`src/rtl/hcp_pkg.sv`:
```
// Shared HCP definitions: frame delimiters and receive-channel state encoding.
package hcp_pkg;

    localparam logic [7:0] START_FRAME = 8'h7E;
    localparam logic [7:0] STOP_FRAME  = 8'hFE;

    typedef enum logic {
        HUNT = 1'b0,
        RECV = 1'b1
    } chan_state_t;

endpackage

```
`src/rtl/hcp_slave_rx_if.sv`:
```
// Bus-side and core-side signals of the HCP slave receiver, grouped for port connection.
interface hcp_slave_rx_if;

    logic       bus_clk;
    logic       sbda;
    logic       rx_en;

    logic [7:0] r_data;
    logic       r_valid;
    logic       r_sof;
    logic       r_eof;
    logic       r_err;
    logic       r_busy;

    logic [7:0] f_data;
    logic       f_valid;
    logic       f_sof;
    logic       f_eof;
    logic       f_err;
    logic       f_busy;

    modport master (
        output bus_clk, sbda, rx_en,
        input  r_data, r_valid, r_sof, r_eof, r_err, r_busy,
        input  f_data, f_valid, f_sof, f_eof, f_err, f_busy
    );

    modport slave (
        input  bus_clk, sbda, rx_en,
        output r_data, r_valid, r_sof, r_eof, r_err, r_busy,
        output f_data, f_valid, f_sof, f_eof, f_err, f_busy
    );

endinterface

```
`src/rtl/hcp_rx_channel.sv`:
```
// One HCP receive channel: start-frame hunt, LSB-first deserialiser, stop detect and stall timeout.
module hcp_rx_channel
    import hcp_pkg::*;
#(
    parameter int TIMEOUT_CYC = 1024
) (
    input  logic       clk,
    input  logic       rst,
    input  logic       en,
    input  logic       stb,
    input  logic       sda,
    output logic [7:0] data,
    output logic       valid,
    output logic       sof,
    output logic       eof,
    output logic       err,
    output logic       busy
);

    localparam int TW = $clog2(TIMEOUT_CYC + 1);

    chan_state_t state, state_n;
    logic [7:0]  sh, sh_n, data_n;
    logic [2:0]  bitcnt, bitcnt_n;
    logic [TW-1:0] tmr, tmr_n;
    logic        valid_n, sof_n, eof_n, err_n;
    logic [7:0]  sh_shift;

    assign sh_shift = {sda, sh[7:1]};
    assign busy     = (state == RECV);

    always_ff @(posedge clk) begin
        if (rst) begin
            state  <= HUNT;
            sh     <= '0;
            bitcnt <= '0;
            tmr    <= '0;
            data   <= '0;
            valid  <= 1'b0;
            sof    <= 1'b0;
            eof    <= 1'b0;
            err    <= 1'b0;
        end else begin
            state  <= state_n;
            sh     <= sh_n;
            bitcnt <= bitcnt_n;
            tmr    <= tmr_n;
            data   <= data_n;
            valid  <= valid_n;
            sof    <= sof_n;
            eof    <= eof_n;
            err    <= err_n;
        end
    end

    always_comb begin
        state_n  = state;
        sh_n     = sh;
        bitcnt_n = bitcnt;
        tmr_n    = tmr;
        data_n   = data;
        valid_n  = 1'b0;
        sof_n    = 1'b0;
        eof_n    = 1'b0;
        err_n    = 1'b0;

        if (!en) begin
            // Disabling is a silent abort: no err/eof reported to the core.
            state_n  = HUNT;
            sh_n     = '0;
            bitcnt_n = '0;
            tmr_n    = '0;
        end else begin
            case (state)
                HUNT: begin
                    tmr_n = '0;
                    if (stb) begin
                        sh_n = sh_shift;
                        if (sh_shift == START_FRAME) begin
                            state_n  = RECV;
                            sof_n    = 1'b1;
                            bitcnt_n = '0;
                        end
                    end
                end
                RECV: begin
                    if (stb) begin
                        sh_n     = sh_shift;
                        bitcnt_n = bitcnt + 3'd1;
                        tmr_n    = '0;
                        if (bitcnt == 3'd7) begin
                            if (sh_shift == STOP_FRAME) begin
                                eof_n   = 1'b1;
                                state_n = HUNT;
                                sh_n    = '0;
                            end else if (sh_shift == START_FRAME) begin
                                err_n = 1'b1;
                                sof_n = 1'b1;
                            end else begin
                                data_n  = sh_shift;
                                valid_n = 1'b1;
                            end
                        end
                    end else if (tmr == TW'(TIMEOUT_CYC - 1)) begin
                        // Bus clock stalled mid-frame: drop the partial octet.
                        err_n    = 1'b1;
                        state_n  = HUNT;
                        sh_n     = '0;
                        bitcnt_n = '0;
                        tmr_n    = '0;
                    end else begin
                        tmr_n = tmr + TW'(1);
                    end
                end
                default: state_n = HUNT;
            endcase
        end
    end

endmodule

```
`src/rtl/hcp_slave_rx.sv`:
```
// HCP slave receive front-end: synchronises bus_clk/sbda, derives per-channel strobes, runs two channels.
module hcp_slave_rx
    import hcp_pkg::*;
#(
    parameter int SYNC_STAGES = 2,
    parameter int TIMEOUT_CYC = 1024
) (
    input  logic     clk,
    input  logic     rst,
    hcp_slave_rx_if.slave bus
);

    localparam int SW = $clog2(SYNC_STAGES + 2);

    logic [SYNC_STAGES-1:0] bclk_sync, sda_sync;
    logic                   bclk_d;
    logic [SW-1:0]          supp;
    logic                   bclk_s, sda_s, edge_ok;
    logic                   r_stb, f_stb;

    assign bclk_s  = bclk_sync[SYNC_STAGES-1];
    assign sda_s   = sda_sync[SYNC_STAGES-1];
    assign edge_ok = (supp == '0);
    assign r_stb   = edge_ok &  bclk_d & ~bclk_s;
    assign f_stb   = edge_ok & ~bclk_d &  bclk_s;

    // Both lines share one chain depth so data stays aligned with its clock edge.
    always_ff @(posedge clk) begin
        if (rst) begin
            bclk_sync <= '0;
            sda_sync  <= '0;
            bclk_d    <= 1'b0;
            supp      <= SW'(SYNC_STAGES + 1);
        end else begin
            bclk_sync <= {bclk_sync[SYNC_STAGES-2:0], bus.bus_clk};
            sda_sync  <= {sda_sync[SYNC_STAGES-2:0], bus.sbda};
            bclk_d    <= bclk_s;
            // Hold off strobes until the cleared chain has refilled with the live level.
            if (supp != '0) supp <= supp - SW'(1);
        end
    end

    hcp_rx_channel #(.TIMEOUT_CYC(TIMEOUT_CYC)) u_rise (
        .clk   (clk),
        .rst   (rst),
        .en    (bus.rx_en),
        .stb   (r_stb),
        .sda   (sda_s),
        .data  (bus.r_data),
        .valid (bus.r_valid),
        .sof   (bus.r_sof),
        .eof   (bus.r_eof),
        .err   (bus.r_err),
        .busy  (bus.r_busy)
    );

    hcp_rx_channel #(.TIMEOUT_CYC(TIMEOUT_CYC)) u_fall (
        .clk   (clk),
        .rst   (rst),
        .en    (bus.rx_en),
        .stb   (f_stb),
        .sda   (sda_s),
        .data  (bus.f_data),
        .valid (bus.f_valid),
        .sof   (bus.f_sof),
        .eof   (bus.f_eof),
        .err   (bus.f_err),
        .busy  (bus.f_busy)
    );

endmodule

```
`src/flat_wrapper.sv`:
```
// flat-port wrapper written by rule: the top's interface ports become plain ports
module hcp_slave_rx_flat import hcp_pkg::*;
#(
    parameter int SYNC_STAGES = 2,
    parameter int TIMEOUT_CYC = 1024
)
  (clk, rst, bus_bus_clk, bus_sbda, bus_rx_en, bus_r_data, bus_r_valid, bus_r_sof, bus_r_eof, bus_r_err, bus_r_busy, bus_f_data, bus_f_valid, bus_f_sof, bus_f_eof, bus_f_err, bus_f_busy);
  hcp_slave_rx_if bus_i ();
  input  logic clk;
  input  logic rst;
  input wire logic [$bits(bus_i.bus_clk)-1:0] bus_bus_clk;
  input wire logic [$bits(bus_i.sbda)-1:0] bus_sbda;
  input wire logic [$bits(bus_i.rx_en)-1:0] bus_rx_en;
  output wire logic [$bits(bus_i.r_data)-1:0] bus_r_data;
  output wire logic [$bits(bus_i.r_valid)-1:0] bus_r_valid;
  output wire logic [$bits(bus_i.r_sof)-1:0] bus_r_sof;
  output wire logic [$bits(bus_i.r_eof)-1:0] bus_r_eof;
  output wire logic [$bits(bus_i.r_err)-1:0] bus_r_err;
  output wire logic [$bits(bus_i.r_busy)-1:0] bus_r_busy;
  output wire logic [$bits(bus_i.f_data)-1:0] bus_f_data;
  output wire logic [$bits(bus_i.f_valid)-1:0] bus_f_valid;
  output wire logic [$bits(bus_i.f_sof)-1:0] bus_f_sof;
  output wire logic [$bits(bus_i.f_eof)-1:0] bus_f_eof;
  output wire logic [$bits(bus_i.f_err)-1:0] bus_f_err;
  output wire logic [$bits(bus_i.f_busy)-1:0] bus_f_busy;
  assign bus_i.bus_clk = bus_bus_clk;
  assign bus_i.sbda = bus_sbda;
  assign bus_i.rx_en = bus_rx_en;
  assign bus_r_data = bus_i.r_data;
  assign bus_r_valid = bus_i.r_valid;
  assign bus_r_sof = bus_i.r_sof;
  assign bus_r_eof = bus_i.r_eof;
  assign bus_r_err = bus_i.r_err;
  assign bus_r_busy = bus_i.r_busy;
  assign bus_f_data = bus_i.f_data;
  assign bus_f_valid = bus_i.f_valid;
  assign bus_f_sof = bus_i.f_sof;
  assign bus_f_eof = bus_i.f_eof;
  assign bus_f_err = bus_i.f_err;
  assign bus_f_busy = bus_i.f_busy;
  hcp_slave_rx #(.SYNC_STAGES(SYNC_STAGES), .TIMEOUT_CYC(TIMEOUT_CYC)) u_core (.clk(clk), .rst(rst), .bus(bus_i));
endmodule
```
`config.mk`:
```
export PLATFORM = sky130hd
export DESIGN_NAME = hcp_slave_rx_flat
export DESIGN_NICKNAME = d
export VERILOG_FILES = /design/src/rtl/hcp_pkg.sv /design/src/rtl/hcp_slave_rx_if.sv /design/src/rtl/hcp_rx_channel.sv /design/src/rtl/hcp_slave_rx.sv /design/src/flat_wrapper.sv
export SDC_FILE = /design/constraint.sdc
export NUM_CORES = 1
export LEC_CHECK = 0
export BUFFER_PORTS_ARGS = -buffer_cell sky130_fd_sc_hd__buf_4
export CELL_PAD_IN_SITES_DETAIL_PLACEMENT = 1
export CELL_PAD_IN_SITES_GLOBAL_PLACEMENT = 1
export CORE_ASPECT_RATIO = 0.75
export CORE_MARGIN = 4
export CORE_UTILIZATION = 44
export CTS_CLUSTER_SIZE = 40
export DETAILED_ROUTE_END_ITERATION = 12
export GPL_ROUTABILITY_DRIVEN = 0
export PLACE_DENSITY_LB_ADDON = 0.1
export SLEW_MARGIN = 20
export SYNTH_ARGS = -nofsm -noshare
export SYNTH_HDL_FRONTEND = slang
export SYNTH_SLANG_ARGS = --single-unit
```
`constraint.sdc`:
```
create_clock -name clk -period 2.6 [get_ports clk]
set_input_delay 0.52 -clock clk [delete_from_list [all_inputs] [get_ports clk]]
set_output_delay 0.52 -clock clk [all_outputs]
set_load 0.01 [all_outputs]
```
==> results.json <==
{
  "status": "finished, final reports clean",
  "r2r_end": "u_core.u_rise.busy$_SDFF_PP0_",
  "fmax_mhz": 484,
  "min_period_over_period_pct": 79.5,
  "path_depth": 5,
  "worstMarginPinSlew_ns": 0.853,
  "path_cells": "ha_1 > nand3_1 > or4_1 > nand4_1 > o21ai_0",
  "crit_path_start_kind": "flip-flop",
  "viasPerCell": 5.39,
  "clk_pin_slew_ns": 0.08,
  "dieHeight_um": 78.6,
  "finalMaxSlewViolations": 0,
  "wl_met1_um": 3080,
  "grt_remaining_overflow": 0,
  "hold_buffers": 0,
  "hold_path.class": "in2reg",
  "syn_area_um2": 2930,
  "synth-seq-area-share_pct": 51.3,
  "arrival_ns": 2.27,
  "final_common_cell": "dfxtp_1",
  "async_flop_share_pct": 0,
  "dr.first_iter.drc_count": 73,
  "final_hold_viol_count": 0,
  "final_cell_mix": "dfxtp_1 (75), nor2_1 (49), buf_4 (31), nand2_1 (17), nand3_1 (16)",
  "placed_area_um2": 3210,
  "track_usage_pct": 17.1,
  "dpl.hpwl_um": 4410,
  "r2r-start": "u_core.u_rise.tmr[0]$_SDFF_PP0_",
  "ant_nets": 0,
  "h-tree-depth": 3,
  "drc": 0,
  "critPathMaxFanout": 12,
  "finalClockSkew_ns": 0.00997,
  "root_buffer": "clkbuf_8",
  "rows": 25,
  "powerDensity_nw_per_um2": 618,
  "ys.flop_type": "dfxtp_1",
  "antenna_found_initial": 0,
  "end_kind": "flip-flop",
  "power_leakage_nw": 1.40,
  "critPathLaunch": "u_core.u_rise.tmr[0]$_SDFF_PP0_",
  "grt_pass1_wl_um": 10700,
  "fin_crit_ns": 2.07,
  "core_um2": 6380,
  "rsz0062_at_grt": "no",
  "drive_above_1_share_pct": 16.1,
  "drt-total-wl_um": 6240,
  "wl_met3_um": 305,
  "drv_cap": 0,
  "crit_path_top_delay_cell": "or4_1",
  "reg2reg_slack_ns": 0.53,
  "via_count": 2241,
  "cts_max_path_buffers": 2,
  "dieArea_um2": 8030,
  "start_util_pct": 45.8,
  "insertedDiodeCount": 0,
  "clk_latency_ns": 0.35,
  "critPathTopFamily": "simple AND/OR/NAND/NOR gates",
  "fin_area_um2": 3400,
  "top_layer_used": "met4",
  "cts_made_buffers": 9,
  "synthCells": 301,
  "postCtsSetupRepairBufs": 0,
  "worst_ep_required_time_ns": 2.80,
  "setup_viol": 0,
  "fp.dieW_um": 102,
  "max-vdd-ir-drop_uv": 319,
  "syn_area_per_cell_um2": 9.72,
  "ys_warn_count": 0,
  "worst_r2r_path_depth": 5,
  "cts_resized": 0,
  "first_pass_iters": 4,
  "synth_edf_count": 0,
  "synth_cell_types": 47,
  "numPortBuffers": 30,
  "wl_met2_um": 2790,
  "cts_sinks": 75,
  "yosys_register_bits": 75,
  "crit_buf_inv": 0,
  "grt_pass1_vias": 2232,
  "syn-num-nets": 313,
  "grt_max_degree": 24,
  "cts_tree": "built",
  "syn2layout_area_growth_pct": 16.2,
  "drt-wirelength-per-cell_um": 15.0,
  "fin_tns_setup_ns": 0,
  "max_stage_delay_ns": 0.61,
  "fin_nets": 343,
  "max_slew_margin_pct": 42.9,
  "crit_type": "reg2reg",
  "critPathCapture": "u_core.u_rise.busy$_SDFF_PP0_",
  "io_pins": 31
}
[report_power, final]
part	switching, W	internal (W)
registers	0.00000661	0.00116
clock network	0.000415	0.000464
logic	0.0000340	0.0000239
total	0.000455	0.00165
[stage by stage]
stage | hold WS, ns | power (W) | worst slack [ns] | cells | utilization [%]
6_report | 0.383 | 0.00210 | 0.533 | 416 | 53.3
2_1_floorplan | 0.403 | 0.00123 | 0.764 | 301 | -
5_1_grt | 0.397 | 0.00219 | 0.302 | 416 | 53.3
3_5_place_dp | 0.426 | 0.00125 | 0.546 | 401 | 50.3
4_1_cts | 0.365 | 0.00212 | 0.516 | 416 | 53.3
3_3_place_gp | 0.414 | 0.00124 | 0.637 | 401 | 50.3
[logic make-up after synthesis]
| group | count (synthesis) | share of synthesized area [%] |
|---|---|---|
| adder cells (fa/ha/maj) | 7 | 2.99 |
| multiplexers | 14 | 4.83 |
| XOR/XNOR | 17 | 5.09 |
| AND/OR/NAND/NOR | 125 | 21.1 |
| flip-flops | 75 | 51.3 |
| AO/OA/AOI/OAI | 41 | 11.6 |
| buffers and inverters | 22 | 3.08 |
[sequential cells by signal (all words and copies together), names as in the netlist, 3 cells and up]
| signal | flops |
|---|---|
| u_core.u_fall.tmr | 11 |
| u_core.u_rise.tmr | 11 |
| u_core.u_fall.data | 8 |
| u_core.u_rise.data | 8 |
| u_core.u_fall.sh | 7 |
| u_core.u_rise.sh | 7 |
| u_core.u_fall.bitcnt | 3 |
| u_core.u_rise.bitcnt | 3 |
[Yosys cell counts, types with 3 or more instances]
master	n	area, um2
dfxtp_1	75	1500
nor2_1	49	184
nand2_1	17	63.8
nand3_1	16	80.1
mux2i_1	13	130
a22o_1	12	105
inv_1	10	37.5
xnor2_1	10	87.6
clkbuf_1	8	30.0
ha_1	7	87.6
nor2b_1	7	43.8
nor3_1	7	35.0
xor2_1	7	61.3
and3_1	6	37.5
a21oi_1	5	25.0
a32o_1	4	40.0
nand3b_1	4	30.0
buf_2	3	15.0
nand4_1	3	18.8
o21ai_0	3	15.0
[how the worst min path moves through the flow]
| stage | cells after the start | startpoint | slack [ns] | endpoint |
|---|---|---|---|---|
| detailed placement | 1 | u_core.bclk_sync[0]$_SDFF_PP0_ | 0.43 | u_core.bclk_sync[1]$_SDFF_PP0_ |
| finish | 2 | bus_bus_clk | 0.38 | u_core.bclk_sync[0]$_SDFF_PP0_ |
| CTS | 2 | bus_bus_clk | 0.37 | u_core.bclk_sync[0]$_SDFF_PP0_ |
| floorplan | 2 | u_core.u_fall.tmr[10]$_SDFF_PP0_ | 0.40 | u_core.u_fall.tmr[10]$_SDFF_PP0_ |
| global placement | 2 | u_core.u_fall.tmr[10]$_SDFF_PP0_ | 0.41 | u_core.u_fall.tmr[10]$_SDFF_PP0_ |
| global route | 2 | bus_bus_clk | 0.40 | u_core.bclk_sync[0]$_SDFF_PP0_ |
[layout make-up]
cell class                      count  area [um2]
Fill cell                         744        2980
Sequential cell                    75        1500
Multi-Input combinational cell    204        1330
Timing Repair Buffer               31         233
Clock buffer                       11         141
Tap cell                           81         101
Clock inverter                      4        51.3
Inverter                           10        37.5
[routing by layer]
metal / vias to the layer above / GRT usage, %
li1: 1120 / -
met1: 1078 / 23.0
met2: 37 / 25.6
met3: 6 / 5.24
met4: 0 / 6.68
met5: - / 0
Power figures use the tool's default switching activity.
